### config.mk
export PLATFORM = sky130hd
export DESIGN_NAME = seq_match_ctrl_flat
export DESIGN_NICKNAME = d
export VERILOG_FILES = /design/src/rtl/seq_match_if.sv /design/src/rtl/seq_match_ctrl.sv /design/src/flat_wrapper.sv
export SDC_FILE = /design/constraint.sdc
export NUM_CORES = 1
export LEC_CHECK = 0
export BUFFER_PORTS_ARGS = -buffer_cell sky130_fd_sc_hd__buf_2
export CAP_MARGIN = 40
export CORE_ASPECT_RATIO = 0.9
export CORE_UTILIZATION = 35
export CTS_CLUSTER_SIZE = 25
export DETAILED_ROUTE_END_ITERATION = 16
export GPL_TIMING_DRIVEN = 1
export PLACE_DENSITY = 0.58
export SYNTH_ARGS = -nofsm -noshare
export SYNTH_HDL_FRONTEND = slang
export SYNTH_SLANG_ARGS = --single-unit
### constraint.sdc
create_clock -name clk -period 4 [get_ports clk]
set_clock_uncertainty 0.05 [all_clocks]
set_input_delay 0.8 -clock clk [delete_from_list [all_inputs] [get_ports clk]]
set_output_delay 0.8 -clock clk [all_outputs]
set_load 0.1 [all_outputs]
### src/rtl/seq_match_if.sv
// Command/serial-stream bundle for the programmable sequence-match controller.
// The master drives the command and the bit stream; the slave reports status and the match flag.
interface seq_match_if #(
    parameter int PW = 4,
    parameter int CW = 8
);
    localparam int LW = $clog2(PW) + 1;

    logic          start;
    logic [PW-1:0] pat;
    logic [LW-1:0] pat_len;
    logic [CW-1:0] frame_len;
    logic          x;
    logic          x_valid;
    logic          busy;
    logic          y;
    logic [CW-1:0] match_cnt;
    logic          done;

    modport master (
        output start, pat, pat_len, frame_len, x, x_valid,
        input  busy, y, match_cnt, done
    );

    modport slave (
        input  start, pat, pat_len, frame_len, x, x_valid,
        output busy, y, match_cnt, done
    );
endinterface

### src/rtl/seq_match_ctrl.sv
// Frame-based overlapping sequence detector with a Mealy match flag and a match counter.
// state | meaning
// IDLE  | waiting for start; match_cnt holds the last frame result
// RUN   | scanning frame_len valid bits, y flags each completed match
// DONE  | one-cycle completion pulse, then back to IDLE
module seq_match_ctrl #(
    parameter int PW = 4,
    parameter int CW = 8
) (
    input logic         clk,
    input logic         reset,
    seq_match_if.slave  bus
);
    localparam int LW = $clog2(PW) + 1;

    typedef enum logic [1:0] {IDLE, RUN, DONE} state_t;

    state_t        state_q, state_d;
    logic [PW-1:0] pat_q, pat_d;
    logic [LW-1:0] len_q, len_d;
    logic [CW-1:0] frame_q, frame_d;
    logic [CW-1:0] bits_q, bits_d;
    logic [CW-1:0] cnt_q, cnt_d;
    logic [PW-2:0] sr_q, sr_d;

    logic [PW-1:0] win;
    logic [PW-1:0] mask;
    logic [CW:0]   seen_nx;
    logic          hit;
    logic          len_ok;
    logic          y_c;

    assign win     = {sr_q, bus.x};
    // A shift by PW leaves zero, so the inversion yields the full-width mask.
    assign mask    = ~({PW{1'b1}} << len_q);
    assign seen_nx = {1'b0, bits_q} + {{CW{1'b0}}, 1'b1};
    assign hit     = (seen_nx >= (CW+1)'(len_q)) && ((win & mask) == (pat_q & mask));
    assign len_ok  = (bus.pat_len != '0) && (bus.pat_len <= LW'(PW));
    assign y_c     = (state_q == RUN) && bus.x_valid && hit;

    assign bus.y         = y_c;
    assign bus.busy      = (state_q == RUN);
    assign bus.done      = (state_q == DONE);
    assign bus.match_cnt = cnt_q;

    always_comb begin
        state_d = state_q;
        pat_d   = pat_q;
        len_d   = len_q;
        frame_d = frame_q;
        bits_d  = bits_q;
        cnt_d   = cnt_q;
        sr_d    = sr_q;
        case (state_q)
            IDLE: begin
                if (bus.start) begin
                    cnt_d = '0;
                    if ((bus.frame_len != '0) && len_ok) begin
                        pat_d   = bus.pat;
                        len_d   = bus.pat_len;
                        frame_d = bus.frame_len;
                        sr_d    = '0;
                        bits_d  = '0;
                        state_d = RUN;
                    end else begin
                        state_d = DONE;
                    end
                end
            end
            RUN: begin
                if (bus.x_valid) begin
                    sr_d   = win[PW-2:0];
                    bits_d = seen_nx[CW-1:0];
                    if (y_c) cnt_d = cnt_q + 1'b1;
                    if (seen_nx == {1'b0, frame_q}) state_d = DONE;
                end
            end
            DONE:    state_d = IDLE;
            default: state_d = IDLE;
        endcase
    end

    always_ff @(posedge clk or negedge reset) begin
        if (!reset) begin
            state_q <= IDLE;
            pat_q   <= '0;
            len_q   <= '0;
            frame_q <= '0;
            bits_q  <= '0;
            cnt_q   <= '0;
            sr_q    <= '0;
        end else begin
            state_q <= state_d;
            pat_q   <= pat_d;
            len_q   <= len_d;
            frame_q <= frame_d;
            bits_q  <= bits_d;
            cnt_q   <= cnt_d;
            sr_q    <= sr_d;
        end
    end
endmodule

### src/flat_wrapper.sv
// flat-port wrapper written by rule: the top's interface ports become plain ports
module seq_match_ctrl_flat 
#(
    parameter int PW = 4,
    parameter int CW = 8
)
  (clk, reset, bus_start, bus_pat, bus_pat_len, bus_frame_len, bus_x, bus_x_valid, bus_busy, bus_y, bus_match_cnt, bus_done);
  seq_match_if #(.PW(PW), .CW(CW)) bus_i ();
  input logic clk;
  input logic reset;
  input wire logic [$bits(bus_i.start)-1:0] bus_start;
  input wire logic [$bits(bus_i.pat)-1:0] bus_pat;
  input wire logic [$bits(bus_i.pat_len)-1:0] bus_pat_len;
  input wire logic [$bits(bus_i.frame_len)-1:0] bus_frame_len;
  input wire logic [$bits(bus_i.x)-1:0] bus_x;
  input wire logic [$bits(bus_i.x_valid)-1:0] bus_x_valid;
  output wire logic [$bits(bus_i.busy)-1:0] bus_busy;
  output wire logic [$bits(bus_i.y)-1:0] bus_y;
  output wire logic [$bits(bus_i.match_cnt)-1:0] bus_match_cnt;
  output wire logic [$bits(bus_i.done)-1:0] bus_done;
  assign bus_i.start = bus_start;
  assign bus_i.pat = bus_pat;
  assign bus_i.pat_len = bus_pat_len;
  assign bus_i.frame_len = bus_frame_len;
  assign bus_i.x = bus_x;
  assign bus_i.x_valid = bus_x_valid;
  assign bus_busy = bus_i.busy;
  assign bus_y = bus_i.y;
  assign bus_match_cnt = bus_i.match_cnt;
  assign bus_done = bus_i.done;
  seq_match_ctrl #(.PW(PW), .CW(CW)) u_core (.clk(clk), .reset(reset), .bus(bus_i));
endmodule
==> key figures, run 1 <==
Outcome
  • Status: finished clean

Setup path
  • Arrival @ worst endpoint: 2630 ps
  • CP max FO: 8
  • Crit. End Element: primary output
  • CP max stage delay: 480 ps
  • CP max-delay cell: dfrtp_1
  • Most used cell, CP: ha_1
  • Critical path launch point type: flop
  • Worst Path Required: 3150 ps
  • CP Cell Sequence: ha_1, xor2_1, ha_1, nor2_1, o21ai_0, a211oi_4, a21oi_1, buf_2
  • CP Class: flop to primary output

Job
  • MaxCap Viol Count: 0

Yosys
  • Mapped Avg Cell Area: 10.1 um^2
  • Cell count after synthesis: 217
  • Dominant synthesized flop cell: dfrtp_1
  • Syn Nets: 242
  • Synth top area cells: dfrtp_1, mux2_2, xor2_1, nand2_1, a21oi_1
  • Register area share after synthesis: 0.410
  • Most numerous cell in the Yosys netlist: dfrtp_1
  • Number of synthesized flops with an enable pin: 0
  • Synth top cells by count: dfrtp_1, nand2_1, mux2_2
  • Netlist Area Pre-Place: 2200 um^2
  • Synth unique cells: 46
  • Flops & latches, synth: 36
  • Share of the synthesized area in the top cell type: 0.410
  • YS warnings: 0
  • Yosys top cell by area: dfrtp_1
  • FFs w/ async S/R, synth: 1.00

Route
  • Via count: 1,684
  • Final WL: 4610 um
  • Drt drc: 0
  • First DRT Iteration DRCs: 60
  • DR WL/cell: 14.5 um
  • Vias per cell: 5.30
  • ANT nets after route: 0
  • Initial DRT Pass Iterations: 4

Power and ir drop
  • Switch share: 0.469
  • Sequential Power Share: 0.341
  • PwrDens: 747 nW/um^2
  • P_sw: 867 uW
  • Comb pwr share: 0.512
  • Design Power: 1850 uW
  • Worst VDD drop: 0.306 mV
  • Int Power: 983 uW
  • LEAKAGE: 0.00114 uW
  • Clock network fraction of total power: 0.147

CTS
  • Postcts setup bufs: 0
  • Clock Tree Root: clkbuf_8
  • Clk_lat worst skew: 290 ps
  • CTS tree: done
  • Htree depth: 2
  • Clk pin slew, worst setup/hold paths: 80 ps
  • PostCTS Resize Cnt: 0
  • CTS Buf Count: 5
  • Hold Buf Count CTS: 0
  • CTS max path bufs: 2
  • Clock Sinks: 36

Global routing
  • First-pass GRT wire length: 8140 um
  • Antenna violations before repair: 0
  • Vias in the first global route: 1,634
  • Total grt overflow: 0
  • Largest net degree at the start of global routing: 25
  • GRT Util Overall: 0.156

Placed design
  • Dpl cells: 310
  • DP Area: 2380 um^2
  • Hpwl dp: 3530 um
  • PortBufs: 30
  • RD Place Congestion: 0.761

STA
  • Fin Setup TNS: 0 ps
  • Min Tclk post-route: 3480 ps
  • RSZ-0062 raised after global routing: false
  • Slew headroom: 0.557
  • Slew Limit Fails: 0
  • Setup violations, final: 0
  • Crit share post-route: 0.871
  • Worst slew pin tran: 663 ps
  • Max Clk Rate: 287 MHz
  • Fin. Hold Viols: 0

Final layout
  • Fin area: 2480 um^2
  • Post-Layout Cell Count: 318
  • # diodes: 0
  • Area grow syn2layout: 12.7%
  • Nets: 270
  • Final Util: 0.407
  • Share of layout cells above drive strength 1: 0.268

Floorplanning
  • Core box area: 6080 um^2
  • Io pins: 31
  • Chip width: 85.5 um
  • Site Rows: 27
  • Initial Util: 0.362
  • Die Y: 77.2 um
  • Die area: 6600 um^2

Hold path
  • Hold WC Path Type: input pin to asynchronous set/reset pin
-- kinds of logic (layout without fill, tap and decap cells) --
family	count (synthesis)	count (layout)	synth area share
compound gates	54	54	0.187
fa+ha+maj	5	5	0.0285
mux	19	19	0.0950
xor+xnor	17	17	0.0677
flops	36	36	0.410
simple gates	67	67	0.157
buf+inv	19	48	0.0546
-- per-stage QoR --
| step | hold slack (ps) | setup slack [ps] |
|---|---|---|
| floorplan | 436 | 174 |
| global placement | 453 | 903 |
| detailed placement | 461 | 823 |
| CTS | 365 | 484 |
| global route | 381 | 326 |
| finish | 362 | 515 |
-- power groups by stage --
stage | combinational [uW] | clock, uW | sequential [uW]
floorplan | 709 | 0 | 680
global placement | 933 | 0 | 636
detailed placement | 949 | 0 | 638
CTS | 953 | 283 | 632
global route | 1040 | 301 | 656
finish | 947 | 272 | 631
-- metal layers --
layer / part of all wire / vias up / wire length [um] / GRT usage
li1: - / 830 / - / -
met1: 0.52 / 812 / 2380 / 0.226
met2: 0.44 / 35 / 2020 / 0.236
met3: 0.030 / 7 / 140 / 0.0323
met4: 0.013 / 0 / 59 / 0.0450
met5: 0 / - / 0 / 0
-- worst max-delay path: cells and delay by family (launching register included) --
family | cells | cell delay [ps]
compound gates | 3 | 510
fa+ha+maj | 2 | 540
flops | 1 | 480
simple gates | 1 | 30
xor+xnor | 1 | 270
buf+inv | 1 | 480
-- flip-flops by register name, indices dropped and copies added (netlist names) --
register              count
u_core.sr_q               3
u_core.state_q            2
u_core.bus.match_cnt      8
u_core.frame_q            8
u_core.len_q              3
u_core.bits_q             8
u_core.pat_q              4
-- final timing paths --
check,startpoint,endpoint,slack [ps],cells after the start
worst max-delay path,u_core.bits_q[0],bus_y,520,8
worst min-delay path,reset,u_core.bus.match_cnt[4],360,1
worst max register to register,u_core.bits_q[0],u_core.bus.match_cnt[3],1560,9
worst min register to register,u_core.sr_q[2],u_core.sr_q[2],470,1
max in group asynchronous,reset,u_core.bits_q[3],3110,2
min in group clk,u_core.sr_q[2],u_core.sr_q[2],470,1
-- layout by cell type (no fill, tap or decap), types with 2 or more instances in the layout --
cell type / instances
o21ai_1: 2
xnor2_1: 6
nor4_1: 2
nand2_1: 20
nand3_1: 6
o31ai_1: 2
o41ai_1: 2
o21ai_0: 12
nand4_1: 5
nand2b_1: 4
a21oi_1: 13
a31oi_1: 3
xor2_1: 11
inv_1: 8
a31o_1: 3
ha_1: 5
nor2_1: 13
clkbuf_8: 6
a22o_1: 3
mux2i_1: 4
mux2_2: 15
buf_2: 30
dfrtp_1: 36
and2_1: 4
a211oi_4: 2
and3_1: 6
a21o_1: 2
a21oi_2: 2
-- layout make-up --
class / count / area [um^2]
timing repair buffer: 32 / 185
sequential: 36 / 901
clock inverter: 1 / 7.51
clock buffer: 7 / 86.3
multi-input combinational: 162 / 1180
fill: 601 / 3600
inverter: 8 / 30.0
tap: 72 / 90.1
Note: power is estimated with default switching activity, not from simulation.
==> inputs of run 2 (changes only) <==
ABC_AREA = 1   (was not set)
ABC_CLOCK_PERIOD_IN_PS = 4000   (was not set)
HOLD_SLACK_MARGIN = 0.08   (was not set)
==> key figures, run 2 <==
Outcome
  • Status: finished, violations left
  • Failing checks: design-rule violations

Route
  • ANT nets after route: 0
  • DR WL/cell: 11.8 um
  • Drt drc: 6
  • Final WL: 4540 um
  • First DRT Iteration DRCs: 93
  • Initial DRT Pass Iterations: 10
  • Vias per cell: 4.83
  • Via count: 1,859

STA
  • Slew headroom: 0.678
  • Fin. Hold Viols: 0
  • RSZ-0062 raised after global routing: false
  • Slew Limit Fails: 0
  • Crit share post-route: 0.798
  • Min Tclk post-route: 3190 ps
  • Max Clk Rate: 313 MHz
  • Final hold slack: 298 ps
  • Worst slew pin tran: 486 ps
  • Setup violations, final: 0
  • Fin Setup TNS: 0 ps

Power and ir drop
  • LEAKAGE: 0.00130 uW
  • Design Power: 1600 uW
  • Switch share: 0.465
  • P_sw: 745 uW
  • Clock network fraction of total power: 0.169
  • Int Power: 856 uW
  • Sequential Power Share: 0.369
  • Comb pwr share: 0.463
  • Worst VDD drop: 0.232 mV
  • PwrDens: 645 nW/um^2

Hold path
  • Hold WC Path Type: input pin to asynchronous set/reset pin

Yosys
  • Register area share after synthesis: 0.421
  • Synth top cells by count: nand2_1, dfrtp_1, inv_1
  • Synth top area cells: dfrtp_1, nand2_1, inv_1, nand3_1, o21ai_0
  • Number of synthesized flops with an enable pin: 0
  • Mapped Avg Cell Area: 7.70 um^2
  • FFs w/ async S/R, synth: 1.00
  • Synth unique cells: 33
  • Cell count after synthesis: 278
  • Flops & latches, synth: 36
  • Yosys top cell by area: dfrtp_1
  • Syn Nets: 303
  • Share of the synthesized area in the top cell type: 0.421
  • Most numerous cell in the Yosys netlist: nand2_1
  • Dominant synthesized flop cell: dfrtp_1
  • Netlist Area Pre-Place: 2140 um^2
  • YS warnings: 0

Final layout
  • # diodes: 0
  • Area grow syn2layout: 16.0%
  • Most frequent cells in the layout: nand2_1, dfrtp_1, inv_1
  • Share of layout cells above drive strength 1: 0.200
  • Fin area: 2480 um^2
  • Nets: 339
  • Most common cell after layout, fill and taps aside: nand2_1

Setup path
  • CP max FO: 7
  • R2r setup slk: 1820 ps
  • Critical path launch point type: flop
  • Arrival @ worst endpoint: 2340 ps
  • Worst r2r path cells: 14
  • CP Class: flop to primary output
  • Reg2Reg Capture Point: u_core.bus.match_cnt[6]
  • CP max-delay cell: dfrtp_1
  • Crit Reg-Reg Startpoint: u_core.bits_q[0]
  • Crit. End Element: primary output
  • CP max stage delay: 460 ps
  • Worst Path Required: 3150 ps
  • CP Cell Sequence: ha_1, ha_1, a21boi_0, o21ai_0, nand2_1, nor2_1, nand2_1, nand2_2, inv_1, buf_2

Job
  • MaxCap Viol Count: 0

CTS
  • PostCTS Resize Cnt: 0
  • Clk_lat worst skew: 290 ps
  • Htree depth: 2
  • Clk pin slew, worst setup/hold paths: 70 ps
  • CTS tree: done
  • Clock Sinks: 36
  • Hold Buf Count CTS: 0
  • Postcts setup bufs: 0
  • CTS Buf Count: 5
  • CTS max path bufs: 2
  • Clock Tree Root: clkbuf_8

Floorplanning
  • Io pins: 31
  • Die Y: 76.2 um
  • Initial Util: 0.370
  • Die area: 6430 um^2
  • Core box area: 5790 um^2
  • Chip width: 84.4 um
  • Site Rows: 26

Placed design
  • PortBufs: 30
  • DP Area: 2390 um^2
  • Hpwl dp: 3410 um
  • RD Place Congestion: 0.825

Global routing
  • GRT Util Overall: 0.157
  • Largest net degree at the start of global routing: 31
  • Vias in the first global route: 1,752
  • First-pass GRT wire length: 7980 um
  • Antenna violations before repair: 0
  • Total grt overflow: 0
## run 2: how the worst max path moves through the flow
stage                            from     to  slack, ps  cells after the start
CTS                  u_core.bits_q[0]  bus_y        770                     12
finish               u_core.bits_q[0]  bus_y        810                     10
detailed placement   u_core.bits_q[0]  bus_y       1100                     12
global route         u_core.bits_q[0]  bus_y        600                     12
global placement     u_core.bits_q[0]  bus_y       1160                     10
floorplan           u_core.state_q[0]  bus_y       1010                      8
## run 2: kinds of logic after synthesis
logic type / after synthesis / synth area share
compound gates: 36 / 0.0964
mux: 6 / 0.0316
buf+inv: 40 / 0.0713
xor+xnor: 7 / 0.0286
flops: 36 / 0.421
simple gates: 148 / 0.322
fa+ha+maj: 5 / 0.0292
## run 2: layout make-up
cell class / count / area [um^2]
fill: 616 / 3310
multi-input combinational: 202 / 1090
sequential: 36 / 901
timing repair buffer: 31 / 170
inverter: 38 / 144
tap: 70 / 87.6
clock buffer: 6 / 82.6
clock inverter: 2 / 10.0
## run 2: routing by layer
| metal | track usage | vias to the layer above | part of all wire |
|---|---|---|---|
| li1 | - | 970 | - |
| met1 | 0.221 | 850 | 0.52 |
| met2 | 0.237 | 34 | 0.44 |
| met3 | 0.0325 | 5 | 0.036 |
| met4 | 0.0610 | 0 | 0.012 |
| met5 | 0 | - | 0 |
## run 2: power by group through the flow
| stage | logic (uW) | registers (uW) | clock network [uW] |
|---|---|---|---|
| floorplan | 550 | 620 | 0 |
| global placement | 739 | 593 | 0 |
| detailed placement | 744 | 596 | 0 |
| CTS | 749 | 589 | 278 |
| global route | 837 | 609 | 294 |
| finish | 741 | 590 | 270 |
## run 2: stage by stage
stage / utilization / worst slack, ps / cells
after global placement: 0.409 / 1160 / 376
after global routing: 0.429 / 602 / 385
final: 0.429 / 807 / 385
after floorplan: - / 1010 / 278
after CTS: 0.429 / 770 / 385
after detailed placement: 0.413 / 1100 / 377
## run 2: critical path, delay by kind of cell (launching register included)
family / cells / cell delay (ps)
simple gates: 4 / 250
fa+ha+maj: 2 / 650
compound gates: 2 / 240
buf+inv: 2 / 460
flops: 1 / 460
